$ cat src/rtl/oled_pkg.sv
// Shared OLED screen-selection constants and helpers.
// The screen multiplexer and the screen renderers use the same definitions.
package oled_pkg;

  localparam int ST_W = 4;
  localparam logic [ST_W-1:0] ST_MENU = 4'd0;
  localparam int NUM_SCREENS_MAX = 15;

  // The FSM is ARMED exactly while a screen request is pending.
  typedef enum logic {
    SEQ_IDLE,
    SEQ_ARMED
  } seq_state_e;

  // Winning action after U > C > L > R arbitration.
  typedef enum logic [2:0] {
    ACT_NONE,
    ACT_U,
    ACT_C,
    ACT_L,
    ACT_R
  } action_e;

  // Cursor step right, wrapping last -> 1.
  function automatic logic [ST_W-1:0] wrap_inc(input logic [ST_W-1:0] v,
                                               input logic [ST_W-1:0] last);
    return (v >= last) ? 4'd1 : v + 4'd1;
  endfunction

  // Cursor step left, wrapping 1 -> last.
  function automatic logic [ST_W-1:0] wrap_dec(input logic [ST_W-1:0] v,
                                               input logic [ST_W-1:0] last);
    return (v <= 4'd1) ? last : v - 4'd1;
  endfunction

endpackage

$ cat src/rtl/btn_debounce.sv
// Single push-button conditioner: 2-flop synchroniser, debounce counter,
// and a one-cycle pulse on each qualified rising edge of the debounced level.
module btn_debounce #(
  parameter int DEBOUNCE_CYCLES = 200000
) (
  input  logic clk,
  input  logic rst_n,
  input  logic btn_i,
  output logic press_pulse
);

  localparam int CW = $clog2(DEBOUNCE_CYCLES + 1);
  localparam logic [CW-1:0] CNT_MAX = CW'(DEBOUNCE_CYCLES);

  logic          sync1_q;
  logic          sync2_q;
  logic          level_q;
  logic [CW-1:0] cnt_q;
  logic          press_q;

  // Synchronise, count stable disagreement cycles, then flip the level.
  always_ff @(posedge clk or negedge rst_n) begin
    if (!rst_n) begin
      sync1_q <= 1'b0;
      sync2_q <= 1'b0;
      level_q <= 1'b0;
      cnt_q   <= '0;
      press_q <= 1'b0;
    end else begin
      sync1_q <= btn_i;
      sync2_q <= sync1_q;
      press_q <= 1'b0;
      if (sync2_q != level_q) begin
        if (cnt_q == CNT_MAX) begin
          level_q <= sync2_q;
          cnt_q   <= '0;
          // Only the rising edge of the debounced level is a press.
          press_q <= sync2_q;
        end else begin
          cnt_q <= cnt_q + CW'(1);
        end
      end else begin
        cnt_q <= '0;
      end
    end
  end

  assign press_pulse = press_q;

endmodule

$ cat src/rtl/oled_state_sequencer.sv
// Menu / screen-select sequencer for the OLED path. Debounces the four
// navigation buttons, moves the menu cursor, and latches screen requests
// that are committed to machine_state only on frame_begin.
module oled_state_sequencer
  import oled_pkg::*;
#(
  parameter int DEBOUNCE_CYCLES = 200000,
  parameter int NUM_SCREENS     = 8
) (
  input  logic            clk,
  input  logic            rst_n,
  input  logic            btn_c,
  input  logic            btn_l,
  input  logic            btn_r,
  input  logic            btn_u,
  input  logic            frame_begin,
  output logic [ST_W-1:0] machine_state,
  output logic [ST_W-1:0] menu_cursor,
  output logic            state_changed
);

  localparam logic [ST_W-1:0] LAST_SCREEN = ST_W'(NUM_SCREENS);

  // Bit order: [3]=U, [2]=C, [1]=L, [0]=R (descending priority).
  logic [3:0] btn_raw;
  logic [3:0] press;

  assign btn_raw = {btn_u, btn_c, btn_l, btn_r};

  generate
    for (genvar gi = 0; gi < 4; gi++) begin : g_btn
      btn_debounce #(
        .DEBOUNCE_CYCLES(DEBOUNCE_CYCLES)
      ) u_btn_debounce (
        .clk        (clk),
        .rst_n      (rst_n),
        .btn_i      (btn_raw[gi]),
        .press_pulse(press[gi])
      );
    end
  endgenerate

  seq_state_e      fsm_q;
  logic [ST_W-1:0] state_q;
  logic [ST_W-1:0] cursor_q;
  logic [ST_W-1:0] pending_q;
  logic            changed_q;

  action_e         act;
  logic            req_valid;
  logic [ST_W-1:0] req_state;
  logic [ST_W-1:0] cursor_d;
  logic            in_menu;

  assign in_menu = (state_q == ST_MENU);

  // Pick one action per cycle and translate it into a request or cursor move.
  always_comb begin
    act       = ACT_NONE;
    req_valid = 1'b0;
    req_state = ST_MENU;
    cursor_d  = cursor_q;

    if (press[3])      act = ACT_U;
    else if (press[2]) act = ACT_C;
    else if (press[1]) act = ACT_L;
    else if (press[0]) act = ACT_R;

    case (act)
      ACT_U: if (!in_menu) req_valid = 1'b1;
      ACT_C: begin
        if (in_menu) begin
          req_valid = 1'b1;
          req_state = cursor_q;
        end
      end
      ACT_L:   if (in_menu) cursor_d = wrap_dec(cursor_q, LAST_SCREEN);
      ACT_R:   if (in_menu) cursor_d = wrap_inc(cursor_q, LAST_SCREEN);
      default: ;
    endcase
  end

  // Pending/commit FSM: requests arm it, frame_begin commits the older pending value.
  always_ff @(posedge clk or negedge rst_n) begin
    if (!rst_n) begin
      fsm_q     <= SEQ_IDLE;
      state_q   <= ST_MENU;
      cursor_q  <= 4'd1;
      pending_q <= ST_MENU;
      changed_q <= 1'b0;
    end else begin
      changed_q <= 1'b0;
      cursor_q  <= cursor_d;
      case (fsm_q)
        SEQ_IDLE: begin
          if (req_valid) begin
            pending_q <= req_state;
            fsm_q     <= SEQ_ARMED;
          end
        end
        SEQ_ARMED: begin
          if (frame_begin) begin
            state_q   <= pending_q;
            changed_q <= (pending_q != state_q);
          end
          // A request coinciding with the commit stays pending for the next frame.
          if (req_valid) begin
            pending_q <= req_state;
            fsm_q     <= SEQ_ARMED;
          end else if (frame_begin) begin
            fsm_q <= SEQ_IDLE;
          end
        end
        default: fsm_q <= SEQ_IDLE;
      endcase
    end
  end

  assign machine_state = state_q;
  assign menu_cursor   = cursor_q;
  assign state_changed = changed_q;

endmodule

$ cat config.mk
export PLATFORM = sky130hd
export DESIGN_NAME = oled_state_sequencer
export DESIGN_NICKNAME = d
export VERILOG_FILES = /design/src/rtl/oled_pkg.sv /design/src/rtl/btn_debounce.sv /design/src/rtl/oled_state_sequencer.sv
export SDC_FILE = /design/constraint.sdc
export NUM_CORES = 1
export LEC_CHECK = 0
export ABC_AREA = 1
export BUFFER_PORTS_ARGS = -buffer_cell sky130_fd_sc_hd__buf_2
export CAP_MARGIN = 20
export CORE_ASPECT_RATIO = 1.4
export CORE_MARGIN = 10
export CORE_UTILIZATION = 60
export DETAILED_ROUTE_END_ITERATION = 8
export PLACE_DENSITY = 0.77
export SKIP_CTS_REPAIR_TIMING = 1
export SLEW_MARGIN = 10
export SYNTH_ARGS = -nofsm -noshare
export SYNTH_HDL_FRONTEND = slang
export SYNTH_HIERARCHICAL = 1
export SYNTH_SLANG_ARGS = --single-unit
$ cat constraint.sdc
create_clock -name clk -period 3.85 [get_ports clk]
set_input_delay 0.385 -clock clk [delete_from_list [all_inputs] [get_ports clk]]
set_output_delay 0.385 -clock clk [all_outputs]
set_load 0.005 [all_outputs]
* Yosys cells after proc, flatten, opt, wreduce, memory -nomap -nowiden
Index checks and enable logic that the tools add are counted.
W data, S select, Z words.
** Storage, ports and cells
- Logic and storage cells :: 94
- Input bits :: 7
- Register bits after elaboration :: 102
** Cells by class
- Bitwise logic cells :: 1
- Add/subtract/negate cells :: 6
- Muxes and demuxes :: 37
- Equal/unequal tests :: 15
- Reductions and logical operators :: 8
- Magnitude comparators :: 2
** Operators by type and width (count)
- $mux W18 :: 8
- $add A18 B1 Y18 const B :: 4
- $eq A18 B18 Y1 const B :: 4
- $mux W4 :: 7
- $mux W1 :: 15
- $mux W3 :: 4
- $reduce_and A2 Y1 :: 5
- $pmux W4 S2 :: 1
- $eq A3 B2 Y1 const B :: 2
- $add A4 B1 Y4 const B :: 1
- $ge A4 B4 Y1 const B :: 1
- $le A4 B1 Y1 const B :: 1
- $logic_not A4 Y1 :: 1
- $ne A1 B1 Y1 :: 4
- $ne A2 B2 Y1 const B :: 2
- $ne A4 B4 Y1 :: 1
- $pmux W1 S2 :: 2
- $sub A4 B1 Y4 const B :: 1
- $eq A3 B1 Y1 const B :: 1
- $eq A3 B3 Y1 const B :: 1
- $reduce_and A3 Y1 :: 1
- $reduce_bool A2 Y1 :: 1
- $not A1 Y1 :: 1

* Logic depth before layout (Yosys ltp)
Gate-level depths: netlist of the first run.
- Depth after elaboration :: 8
- Depth in mapped cells :: 9

* Hierarchy
The synthesis of the first run kept the hierarchy.
** Modules (own cells, without submodules)
- btn_debounce :: sequential area each 550.5 um^2, area each 1136.1 um^2, cells an instance 135, times used 4
- oled_state_sequencer :: sequential area each 351.6 um^2, area each 834.6 um^2, cells an instance 95, times used 1

* Worst setup path after synthesis of the first run
Ideal clock, no wire load.
- Kind :: register -> register
- Start :: reg cursor_q[0] (netlist: menu_cursor[0])
- End :: reg cursor_q[0] (netlist: menu_cursor[0])
- Cell stages (with the launch flop) :: 8
- Slack :: 2462 ps
- Data arrival time :: 1328 ps
- Path buffers :: 0
- Library setup time :: 60 ps
- Cells stage by stage :: dfstp_2 > inv_1 > ha_1 > o21ai_2 > nand2_1 > a21oi_1 > nand2_1 > nand2_1
** Between the ends
- Word-level cells in the longest chain between the ends :: 4
- Elaborated cells on any way between the ends :: 9
- Classes of those cells :: 2 x add/sub; 2 x order compare; 5 x mux
** RTL lines
- start: declaration :: line oled_state_sequencer.sv:45 : logic [ST_W-1:0] cursor_q;
- start signal: assignment :: line oled_state_sequencer.sv:93 : cursor_q <= cursor_d;
- $add A4 B1 Y4 (tied with other cells) :: line oled_pkg.sv:27 : return (v >= last) ? 4'd1 : v + 4'd1;
- $mux W4, on equally long branches :: line oled_pkg.sv:27, oled_pkg.sv:33
- $mux W4, on equally long branches :: line oled_state_sequencer.sv:78, oled_state_sequencer.sv:77
- $pmux W4 S2 (*) :: line oled_state_sequencer.sv:69 : case (act)
Mark *: on every way between the ends. The rest lies on a longest branch, timed or not. The select of a mux whose other input is x is not followed.
A chain may end at the register's enable or synchronous reset.

* Final worst setup path of the first run
- Start :: reg g_btn[1].u_btn_debounce.cnt_q[0]
- End :: reg g_btn[1].u_btn_debounce.cnt_q[11]
** Between the ends
- Word-level cells in the longest chain between the ends :: 3
- Elaborated cells on any way between the ends :: 4
- Classes of those cells :: 1 x add/sub; 1 x eq/ne; 2 x mux
** RTL lines
- start: declaration :: line btn_debounce.sv:18 : logic [CW-1:0] cnt_q;
- start signal: assignment :: line btn_debounce.sv:40 : cnt_q <= cnt_q + CW'(1);
- $add A18 B1 Y18 or $eq A18 B18 Y1 (tied branches) :: line btn_debounce.sv:40, btn_debounce.sv:34
- $mux W18 (*) :: line btn_debounce.sv:34 : if (cnt_q == CNT_MAX) begin
- $mux W18 (*) :: line btn_debounce.sv:33 : if (sync2_q != level_q) begin
Mark *: on every way between the ends. The rest lies on a longest branch, timed or not.

==> results of run 1 <==
[critical path, stage by stage (launching register included)]
cell and delay, ps:
dfrtp_1 410, inv_1 90, ha_1 150, nand2_1 50, inv_1 50, nand2_1 50
nor2_1 150, nand3_1 180, nand2_1 280, nor2_1 90
[power breakdown]
group          switching (mW)  internal, mW  total (mW)  leakage, nW
Sequential             0.0142          1.09        1.10         1.39
Clock                   0.386         0.476       0.862        0.143
Combinational          0.0517        0.0195      0.0712        0.978
Total                   0.452          1.58        2.03         2.51
[per-layer routing]
metal	up-vias	global-route usage, %	part of all wire [%]
met3	19	3.20	3.2
met1	1960	17.5	41
met4	0	7.17	1.8
li1	2034	-	-
met2	60	28.9	54
met5	-	0	0
[cell usage after synthesis, types with 8 or more instances]
| master | instances | area [um^2] |
|---|---|---|
| nor2_1 | 141 | 529 |
| nand2_1 | 107 | 402 |
| dfrtp_1 | 101 | 2530 |
| inv_1 | 59 | 221 |
| nand3_1 | 47 | 235 |
| xor2_1 | 40 | 350 |
| xnor2_1 | 22 | 193 |
| nor2_2 | 17 | 106 |
| nand2_2 | 15 | 93.8 |
| ha_1 | 11 | 138 |
| nor2_4 | 10 | 113 |
| nor3_1 | 8 | 40.0 |
[cells by family after synthesis]
family	synth area share, %
and+or+nand+nor	31.8
DFF	47.5
buffers and inverters	4.61
xor gates and xnor gates	10.1
AOI/OAI and AO/OA	2.61
adders and majority gates	2.56
muxes	0.837
[per-stage QoR]
step	std cells	hold slack, ps	util (%)
detailed placement	756	336	64.6
finish	772	147	67.9
floorplan	635	89.4	-
global route	772	135	67.9
global placement	756	333	64.6
CTS	772	135	67.9
[registers in the layout (all words and copies together) (netlist names)]
register	flops
g_btn.u_btn_debounce/press_pulse	4
fsm_q	1
state_changed	1
g_btn.u_btn_debounce/level_q	4
g_btn.u_btn_debounce/cnt_q	72
g_btn.u_btn_debounce/sync2_q	4
g_btn.u_btn_debounce/sync1_q	4
menu_cursor	4
pending_q	4
machine_state	4
[area by class of cell]
type                       count  area, um^2  area share [%]
multi-input combinational    468        2580            43.8
sequential                   102        2550            43.4
inverter                      64         240            4.08
clock buffer                  12         256            4.36
timing repair buffer          17        92.6            1.57
clock inverter                 4        31.3           0.532
tap                          105         131            2.23
[worst paths after layout]
path                                                       startpoint                                     endpoint  slack (ps)  depth (start not counted)
max                        g_btn[1].u_btn_debounce/cnt_q[0]$_DFF_PN0_  g_btn[1].u_btn_debounce/cnt_q[11]$_DFF_PN0_        2240                          9
min                                                             rst_n                   menu_cursor[2]$_DFFE_PN0P_         150                          1
max reg2reg                g_btn[1].u_btn_debounce/cnt_q[0]$_DFF_PN0_  g_btn[1].u_btn_debounce/cnt_q[11]$_DFF_PN0_        2240                          9
min reg2reg                 g_btn[0].u_btn_debounce/sync1_q$_DFF_PN0_    g_btn[0].u_btn_debounce/sync2_q$_DFF_PN0_         350                          0
max in group asynchronous                                       rst_n  g_btn[2].u_btn_debounce/cnt_q[11]$_DFF_PN0_        2880                          2
min in group clk                                                btn_r    g_btn[0].u_btn_debounce/sync1_q$_DFF_PN0_         150                          1
[layout by cell type, fill, tap and decap left out, types with 4 or more instances in the layout]
cell type,count
a21oi_2,5
ha_1,11
nand4_1,5
nor3b_1,4
clkinv_1,5
nor2_1,141
nand2_1,107
mux2_2,4
nand2_2,15
and2_1,4
nand3_2,4
inv_1,59
nor2_4,10
nand3_1,47
clkbuf_16,9
o21ai_0,5
buf_2,14
nor2_2,17
dfrtp_1,101
xor2_1,40
nor3_2,4
xnor2_1,22
a21oi_1,5
nor3_1,8
==> impl_metrics.env, run 1 <==
export IMPL_num_io_pins=16
export IMPL_worst_setup_path_start_kind="flop"
export IMPL_ant_nets=0
export IMPL_grt_max_degree=71
export IMPL_powerDensity_mw_per_mm2=346
export IMPL_portBuffers=15
export IMPL_layout_drive_gt1_share_pct=14.2
export IMPL_min_path_type="primary input to async pin"
export IMPL_die_w_um=100
export IMPL_n_fill_cell=725
export IMPL_crit_type="flop to flop"
export IMPL_critical_path_max_fanout=8
export IMPL_worst_slew_pin_transition_ps=888
export IMPL_critPathCaptureType="flop"
export IMPL_layout_setup_ws_ps=2240
export IMPL_rows=40
export IMPL_ys_warn_count=6
export IMPL_grtUsageTotal_pct=16.1
export IMPL_max_slew_margin_rel_pct=40.8
export IMPL_avgViaCountPerCell=5.28
export IMPL_final_cell_area_mm2=0.00588
export IMPL_vias=4073
export IMPL_numCtsBuffers=9
export IMPL_syn_area_per_cell_um2=8.47
export IMPL_totalWireLength_mm=10.2
export IMPL_htree_levels=3
export IMPL_gp_congestion=0.888
export IMPL_core_mm2=0.00866
export IMPL_cts_root_buf="clkbuf_16"
export IMPL_netlist_area_mm2=0.00538
export IMPL_final_nets=680
export IMPL_syn_nets=653
export IMPL_total_power_mw=2.03
export IMPL_setup_violations=0
export IMPL_fin_setup_tns_ps=0
export IMPL_clkTransAtPathRegs_ps=70
export IMPL_synth_edff_count=0
export IMPL_antenna_found_initial=0
export IMPL_outcome="finished, final reports clean"
export IMPL_ys_async_sr_fraction_pct=100
export IMPL_power_leakage_nw=2.51
export IMPL_grt_pass1_wl_mm=17.8
export IMPL_worstPathRequired_ps=4070
export IMPL_ir_drop_mv=0.263
export IMPL_timing_hold_violations_final=0
export IMPL_crit_arrival_ps=1830
export IMPL_initial_core_util_pct=62.1
export IMPL_yosys_register_bits=102
export IMPL_die_height_um=132
export IMPL_fin_crit_ps=1610
export IMPL_ys_flop_type="dfrtp_1"
export IMPL_post_place_ws_ps=2240
export IMPL_grt_pass1_vias=4165
export IMPL_rsz0062_at_grt="false"
export IMPL_clk_latency_ps=350
export IMPL_clockBufferDepth=2
export IMPL_remaining_drc_errors=0
export IMPL_synthCells=635
export IMPL_max_clock_freq_mhz=620
export IMPL_drv_slew=0
export IMPL_grt_overflow_total=0
export IMPL_seq_area_frac_synth_pct=47.5
export IMPL_fin_crit_sh_pct=41.9
export IMPL_antenna_cells=0
export IMPL_post_synth_num_cell_types=30
export IMPL_clock_skew_ps=7.39
export IMPL_die_area_mm2=0.0132
export IMPL_drt_iter0_drc=272
export IMPL_post_drt_wl_per_cell_um=13.3
export IMPL_cts_tree="done"
export IMPL_cts_sinks=102
export IMPL_placed_area_mm2=0.00560
export IMPL_dp_hpwl_mm=7.68
export IMPL_drv_cap=0
export IMPL_area_growth_pct=9.37
export IMPL_first_pass_iters=4
(Power assumes the default switching activity.)
==> inputs of run 2 (changes only) <==
==> constraint.sdc (replaced) <==
create_clock -name clk -period 1.5 [get_ports clk]
set_input_delay 0.15 -clock clk [delete_from_list [all_inputs] [get_ports clk]]
set_output_delay 0.15 -clock clk [all_outputs]
set_load 0.005 [all_outputs]
==> run 2 against run 1 <==
  * Largest power group unchanged
  * Sequential power rose to 2.6 times the previous value
  * Global-route usage up 0.87 points
  * Maximum frequency up 15%
  * Final area up 4.7%
  * Critical path type unchanged
  * Largest cell class unchanged
  * Clock skew up 2.1 ps
  * Final cell count up 2.1%
  * Non-clock buffer count up 16
  * Worst setup slack worse by 2100 ps
  * Sequential share of layout area down 1.9 points
  * Via count up 2.5%
  * Wire length up 3.7%
==> impl_metrics.env, run 2 (synthesized netlist as in run 1, its figures left out) <==
export IMPL_outcome="finished, final reports clean"
export IMPL_avgViaCountPerCell=5.30
export IMPL_cts_root_buf="clkbuf_16"
export IMPL_max_clock_freq_mhz=711
export IMPL_crit_type="flop to flop"
export IMPL_remaining_drc_errors=0
export IMPL_hold_start="frame_begin"
export IMPL_rr_startpoint="g_btn[0].u_btn_debounce/level_q$_DFFE_PN0P_"
export IMPL_drv_slew=0
export IMPL_antenna_cells=0
export IMPL_die_height_um=132
export IMPL_cts_tree="done"
export IMPL_power_frac_comb_pct=3.9
export IMPL_worst_setup_path_start_kind="flop"
export IMPL_area_growth_pct=14.5
export IMPL_fin_crit_ps=1410
export IMPL_die_area_mm2=0.0132
export IMPL_worstPathRequired_ps=1770
export IMPL_fin_crit_sh_pct=93.7
export IMPL_cp_startpoint="g_btn[0].u_btn_debounce/level_q$_DFFE_PN0P_"
export IMPL_power_leakage_nw=2.62
export IMPL_drv_cap=0
export IMPL_final_util_pct=71.1
export IMPL_worst_slew_pin_transition_ps=354
export IMPL_setup_violations=0
export IMPL_clockBufferDepth=2
export IMPL_first_pass_iters=4
export IMPL_placed_area_mm2=0.00570
export IMPL_power_frac_clock_pct=44.7
export IMPL_htree_levels=3
export IMPL_drt_iter0_drc=179
export IMPL_layout_drive_gt1_share_pct=18.3
export IMPL_totalWireLength_mm=10.6
export IMPL_max_slew_margin_rel_pct=76.3
export IMPL_antenna_found_initial=0
export IMPL_slowest_stage="dfrtp_1"
export IMPL_total_power_mw=5.50
export IMPL_grt_overflow_total=0
export IMPL_rsz0062_at_grt="true"
export IMPL_post_place_ws_ps=-47.7
export IMPL_layout_setup_ws_ps=94.5
export IMPL_powerDensity_mw_per_mm2=893
export IMPL_core_mm2=0.00866
export IMPL_clkTransAtPathRegs_ps=70
export IMPL_multi_input_area_mm2=0.00265
export IMPL_rows=40
export IMPL_die_w_um=100
export IMPL_num_io_pins=16
export IMPL_clock_skew_ps=9.47
export IMPL_p_seq_share_pct=51.3
export IMPL_n_fill_cell=674
export IMPL_regMostFlops="g_btn.u_btn_debounce/cnt_q"
export IMPL_gp_congestion=0.910
export IMPL_largest_register_ffs=72
export IMPL_critPathCaptureType="flop"
export IMPL_timing_hold_violations_final=0
export IMPL_max_stage_delay_ps=410
export IMPL_cts_sinks=102
export IMPL_p_int_mw=4.33
export IMPL_dp_cells=765
export IMPL_grt_max_degree=36
export IMPL_initial_core_util_pct=62.1
export IMPL_clk_latency_ps=350
export IMPL_grtUsageTotal_pct=17.0
export IMPL_seq_area_mm2=0.00255
export IMPL_swShare_pct=21.3
export IMPL_ant_nets=0
export IMPL_mostFrequentLayoutCell="nor2_1"
export IMPL_grt_pass1_vias=4327
export IMPL_dp_hpwl_mm=7.77
export IMPL_ir_drop_mv=0.710
export IMPL_numCtsBuffers=9
export IMPL_final_cell_area_mm2=0.00616
export IMPL_final_nets=696
export IMPL_vias=4175
export IMPL_worstPathCellList="xor2_1 -> clkinv_1 -> nor2_1"
export IMPL_grt_pass1_wl_mm=18.8
export IMPL_stdcell_count=788
export IMPL_post_drt_wl_per_cell_um=13.5
export IMPL_critical_path_max_fanout=9
export IMPL_crit_arrival_ps=1670
export IMPL_portBuffers=15
export IMPL_min_path_type="primary input to flop"
export IMPL_p_sw_mw=1.17
export IMPL_mostFrequentLayoutCells="nor2_1 (138), nand2_1 (103), dfrtp_1 (101)"
==> run 2: worst paths after layout <==
path | endpoint | slack (ps) | cells past startpoint
min | fsm_q$_DFF_PN0_ | 9 | 2
max in group asynchronous | g_btn[0].u_btn_debounce/cnt_q[6]$_DFF_PN0_ | 740 | 3
min in group asynchronous | g_btn[1].u_btn_debounce/cnt_q[6]$_DFF_PN0_ | 260 | 2
max reg2reg | g_btn[0].u_btn_debounce/cnt_q[12]$_DFF_PN0_ | 90 | 3
min reg2reg | g_btn[0].u_btn_debounce/sync2_q$_DFF_PN0_ | 360 | 0
max | g_btn[0].u_btn_debounce/cnt_q[12]$_DFF_PN0_ | 90 | 3
==> run 2: layout make-up <==
cell class,instances,area share [%]
multi-input cells,468,43.0
flip-flops and latches,102,41.5
repair buffers,33,4.39
inverters,64,3.90
clock buffers,11,3.78
well taps,105,2.13
clock inverters,5,1.32
==> run 2: metrics by stage <==
step | hold slack, ps | TNS, ps
floorplan | -146 | 0
global placement | 82.6 | 0
detailed placement | 87.9 | -209
CTS | -288 | -394
global route | 21.4 | -5.88
finish | 8.51 | 0
==> run 2: worst max-delay path: cells and delay by family (launching register included) <==
kind	cells	cell delay (ps)
buffers and inverters	1	360
and+or+nand+nor	1	220
xor gates and xnor gates	1	340
DFF	1	410
==> run 2: power groups by stage <==
stage	sequential (mW)	combinational (mW)	clock (mW)
floorplan	2.87	0.0936	0
global placement	2.87	0.198	0
detailed placement	2.88	0.202	0
CTS	2.82	0.203	2.52
global route	2.83	0.250	2.61
finish	2.83	0.217	2.46
==> run 2: per-layer routing <==
layer  up-vias  track usage, %  share of wire (%)
met1      2009            18.4                 39
met3        17            2.78                3.3
li1       2066               -                  -
met4         0            8.11                1.9
met5         -               0                  0
met2        83            30.7                 55
